--- src/rtl/fc_pkg.sv ---
// Shared types and constants for the FC argmax stage.
package fc_pkg;

    typedef enum logic {
        COLLECT = 1'b0,
        EMIT    = 1'b1
    } argmax_state_t;

    localparam int T_DEF = 16;

    function automatic int idx_w(input int m);
        return $clog2(m);
    endfunction

endpackage

--- src/rtl/fc_argmax_cmp.sv ---
// Combinational running-max step: keeps the current best unless the candidate is strictly larger
// (or is the first element of a vector).
module fc_argmax_cmp #(
    parameter int T  = 16,
    parameter int IW = 3
) (
    input  logic signed [T-1:0]  cand_val,
    input  logic        [IW-1:0] cand_idx,
    input  logic signed [T-1:0]  best_val,
    input  logic        [IW-1:0] best_idx,
    input  logic                 first,
    output logic signed [T-1:0]  nxt_val,
    output logic        [IW-1:0] nxt_idx
);

    // Strict compare so ties keep the lowest index.
    always_comb begin
        nxt_val = best_val;
        nxt_idx = best_idx;
        if (first || (cand_val > best_val)) begin
            nxt_val = cand_val;
            nxt_idx = cand_idx;
        end else begin
            nxt_val = best_val;
            nxt_idx = best_idx;
        end
    end

endmodule

--- src/rtl/fc_argmax_8_16.sv ---
// Argmax over an M-element signed stream, one index result per vector.
// Optional output_max port enabled by defining FC_ARGMAX_VALUE_EN.
module fc_argmax_8_16
    import fc_pkg::*;
#(
    parameter int M = 8,
    parameter int T = T_DEF,
    localparam int IW = idx_w(M)
) (
    input  logic                clk,
    input  logic                reset,
    input  logic                input_valid,
    output logic                input_ready,
    input  logic signed [T-1:0] input_data,
    output logic                output_valid,
    input  logic                output_ready,
    output logic [IW-1:0]       output_idx
`ifdef FC_ARGMAX_VALUE_EN
    ,
    output logic signed [T-1:0] output_max
`endif
);

    localparam logic [IW-1:0] LAST_IDX = IW'(M - 1);

    argmax_state_t       state_q, state_d;
    logic [IW-1:0]       count_q, count_d;
    logic signed [T-1:0] best_val_q, best_val_d;
    logic [IW-1:0]       best_idx_q, best_idx_d;

    logic                accept_s;
    logic signed [T-1:0] cmp_val_s;
    logic [IW-1:0]       cmp_idx_s;

    assign accept_s = input_valid && (state_q == COLLECT);

    fc_argmax_cmp #(
        .T  (T),
        .IW (IW)
    ) u_cmp (
        .cand_val (input_data),
        .cand_idx (count_q),
        .best_val (best_val_q),
        .best_idx (best_idx_q),
        .first    (count_q == {IW{1'b0}}),
        .nxt_val  (cmp_val_s),
        .nxt_idx  (cmp_idx_s)
    );

    // Next-state logic: collect elements, then hold the result until downstream takes it.
    always_comb begin
        state_d    = state_q;
        count_d    = count_q;
        best_val_d = best_val_q;
        best_idx_d = best_idx_q;
        case (state_q)
            COLLECT: begin
                if (accept_s) begin
                    best_val_d = cmp_val_s;
                    best_idx_d = cmp_idx_s;
                    if (count_q == LAST_IDX) begin
                        count_d = {IW{1'b0}};
                        state_d = EMIT;
                    end else begin
                        count_d = count_q + {{(IW-1){1'b0}}, 1'b1};
                    end
                end else begin
                    state_d = COLLECT;
                end
            end
            EMIT: begin
                if (output_ready) begin
                    state_d = COLLECT;
                end else begin
                    state_d = EMIT;
                end
            end
            default: begin
                state_d = COLLECT;
                count_d = {IW{1'b0}};
            end
        endcase
    end

    // State and datapath registers with synchronous active-low reset.
    always_ff @(posedge clk) begin
        if (!reset) begin
            state_q    <= COLLECT;
            count_q    <= {IW{1'b0}};
            best_val_q <= {T{1'b0}};
            best_idx_q <= {IW{1'b0}};
        end else begin
            state_q    <= state_d;
            count_q    <= count_d;
            best_val_q <= best_val_d;
            best_idx_q <= best_idx_d;
        end
    end

    // Handshake flags come straight from the state register, no path from inputs.
    assign input_ready  = (state_q == COLLECT);
    assign output_valid = (state_q == EMIT);
    assign output_idx   = best_idx_q;
`ifdef FC_ARGMAX_VALUE_EN
    assign output_max   = best_val_q;
`endif

endmodule

--- config.mk ---
export PLATFORM = sky130hd
export DESIGN_NAME = fc_argmax_8_16
export DESIGN_NICKNAME = d
export VERILOG_FILES = /design/src/rtl/fc_pkg.sv /design/src/rtl/fc_argmax_cmp.sv /design/src/rtl/fc_argmax_8_16.sv
export SDC_FILE = /design/constraint.sdc
export NUM_CORES = 1
export LEC_CHECK = 0
export BUFFER_PORTS_ARGS = -buffer_cell sky130_fd_sc_hd__buf_2
export CAP_MARGIN = 20
export CORE_MARGIN = 2
export CORE_UTILIZATION = 55
export DETAILED_ROUTE_END_ITERATION = 7
export GPL_ROUTABILITY_DRIVEN = 0
export PLACE_DENSITY = 0.86
export SYNTH_ARGS = -nofsm -noshare
export SYNTH_HDL_FRONTEND = slang
export SYNTH_SLANG_ARGS = --single-unit
--- constraint.sdc ---
create_clock -name clk -period 3.2 [get_ports clk]
set_input_delay 0.48 -clock clk [delete_from_list [all_inputs] [get_ports clk]]
set_output_delay 0.48 -clock clk [all_outputs]
set_load 0.1 [all_outputs]
==> qor.yml <==
status: "finished clean"
slowest_delay_ns: 0.56
clockBufferDepth: 2
drt_pass1_iterations: 4
p_leak_nw: 0.760
timing.hold.worst.start: "input_data[13]"
cp-start-kind: "flip-flop"
worst_ir_drop_vdd_mv: 0.247
power_density_mw_per_mm2: 418
yosysTopAreaCell: "dfxtp_1"
setup.worst_path.class: "reg -> reg"
asyncSetResetFlopFracSynth: 0
ioPinCount: 25
worstPathMaxFanout: 9
antenna_cells: 0
worst_endpoint_data_arrival_time_ns: 2.84
syn2layout_area_growth_pct: 10.5
worst_ep_required_time_ns: 3.45
top_post_synthesis_cells_by_count: "nand2_1 (43), dfxtp_1 (23), inv_1 (21), mux2i_1 (21), ha_1 (19)"
mappedNetlistArea_mm2: 0.00146
worst_slew_pin_slew_ns: 0.684
timing_startpoint_of_the_critical_path: "best_val_q[9]"
post-dp-hpwl_um: 2220
grt_pass1_vias: 1180
dp.cells: 222
maxSlewViolCount: 0
die_w_um: 55.5
detailedPlace.worstSlack_ns: 0.392
clk_pin_slew_worst_paths_ns: 0.13
total_via_count_after_detailed_routing: 1202
core-area_mm2: 0.00250
tritoncts: "done"
report.power.total_w: 0.000674
ff_latch_area_um2: 460
hold_path_depth: 3
initial_core_utilization: 0.584
grt_start_max_net_pins: 43
synth.most_common_cell: "nand2_1"
finalNetCount: 236
grt_remaining_overflow: 0
cts.sinks: 23
final-setup-viol-count: 0
post_cts_buffers: 0
grt_pass1_wl_um: 5090
ctsHoldBuffers: 0
htree_num_levels: 1
r2r_cells: 9
worst_path_max_delay_cell: "or4_4"
drtIter0Drc: 22
seq_area_frac_synth: 0.315
layout.cell_area.non_filler_mm2: 0.00161
grt.total_usage: 0.203
min_delay_path_class: "in -> reg"
setup.worst_path.end_class: "flip-flop"
synthTopCellsByArea: "dfxtp_1 (32%), ha_1 (16%), mux2i_1 (14%)"
synth_edf_count: 0
place.port_buffers: 24
totalWireLength_um: 2760
drive_above_1_share: 0.184
reg2reg_from: "best_val_q[9]"
ys.warnings.count: 0
drc: 0
grt_antenna_before_repair: 0
worst_skew_pair.late_latency_ns: 0.32
avgRoutedWirePerCell_um: 12.2
post_cts_resized: 0
syn_avg_cell_area_um2: 8.44
finalHoldViolations: 0
clock_tree.root_cell: "clkbuf_4"
multi_input_comb_area_um2: 875
finalSetupTns_ns: 0
achievable-frequency_ghz: 0.387
drt-vias-per-instance: 5.32
design.die.area_mm2: 0.00308
num-fill-cells: 233
finalNonFillerCells: 226
cts_buffers: 3
timing.slew.headroom: 0.544
ratio_of_final_minimum_period_to_clock_period: 0.808
ys_types: 26
maxCapViolations: 0
die_h_um: 55.5
synth.ff_latch_count: 23
antenna_left: 0
yosys_most_used_dff: "dfxtp_1"
placedInstanceArea_mm2: 0.00159
postLayoutSetupSlackWorst_ns: 0.615
post-synth-top-area-fraction: 0.315
worst_clock_skew_on_the_final_layout_ns: 0.0111
grt_setup_unrepaired: "no"
post_synthesis_instance_total: 173
layout_min_cycle_time_ns: 2.59
rows: 18
crit_path_cell_trace: "inv_1 -> ha_1 -> a21o_1 -> nand3_1 -> a21oi_1 -> or4_4 -> mux2i_2 -> buf_4 -> mux2i_1"
syn_nets: 212
==> final timing paths <==
| kind | to | slack [ns] |
|---|---|---|
| min | best_val_q[13] | 0.40 |
| max | best_val_q[4] | 0.61 |
| max reg2reg | best_val_q[4] | 0.61 |
| min reg2reg | best_val_q[9] | 0.46 |
==> through the flow <==
stage,hold slack (ns),utilization
floorplan,0.435,-
finish,0.402,0.646
CTS,0.401,0.646
global placement,0.442,0.635
global route,0.402,0.646
detailed placement,0.450,0.635
==> critical path: cells and delay by family, from the launching register on <==
family          cells  cell delay, ns
buf+inv             2            0.34
compound gates      2            0.25
flops               1            0.35
simple gates        2            0.66
mux                 2            0.64
fa+ha+maj           1            0.29
==> report_power, final <==
part	switching [W]	internal (W)	total, W
Combinational	0.000116	0.0000955	0.000212
Clock	0.0000895	0.0000468	0.000136
Sequential	0.0000133	0.000313	0.000326
Total	0.000219	0.000455	0.000674
==> cell usage in the layout, fill, tap and decap left out <==
cell	n
ha_1	19
and2_1	1
buf_2	24
a21oi_1	7
buf_4	2
nor4_2	1
a2111oi_1	1
nand2_1	43
dfxtp_1	23
clkbuf_4	3
a21boi_0	1
a21o_1	2
nor2b_4	1
clkinv_2	1
nand4_1	4
mux2i_1	20
nand3_1	4
o211ai_2	1
a211oi_1	1
o21bai_4	1
o21a_1	1
nor2_1	4
nor2b_1	3
or4_4	1
nor3_1	1
inv_1	21
mux2i_2	1
o21ai_0	4
==> kinds of logic (layout without fill, tap and decap cells) <==
group,after synthesis,in the layout,share of synthesized area
compound gates,19,19,0.0917
fa+ha+maj,19,19,0.163
flops,23,23,0.315
mux,21,21,0.144
buf+inv,28,51,0.0883
simple gates,63,63,0.198
==> state kept, by name, summed over array words and instances (netlist names) <==
signal        count
best_val_q       16
count_q           3
output_idx        3
output_valid      1
==> per-layer routing <==
layer / routed length (um) / GRT usage / up-vias / share of wire
li1: - / - / 619 / -
met1: 1230 / 0.248 / 556 / 0.45
met2: 1380 / 0.350 / 20 / 0.50
met3: 83 / 0.0304 / 7 / 0.030
met4: 65 / 0.0906 / 0 / 0.024
met5: 0 / 0 / - / 0
==> cell type report <==
type                    instances  area share
repair buffers                 26      0.0837
flip-flops and latches         23       0.285
multi-input cells             122       0.542
inverters                      21      0.0488
clock buffers                   3      0.0140
clock inverters                 1     0.00310
well taps                      30      0.0233
Power figures use the tool's default switching activity.
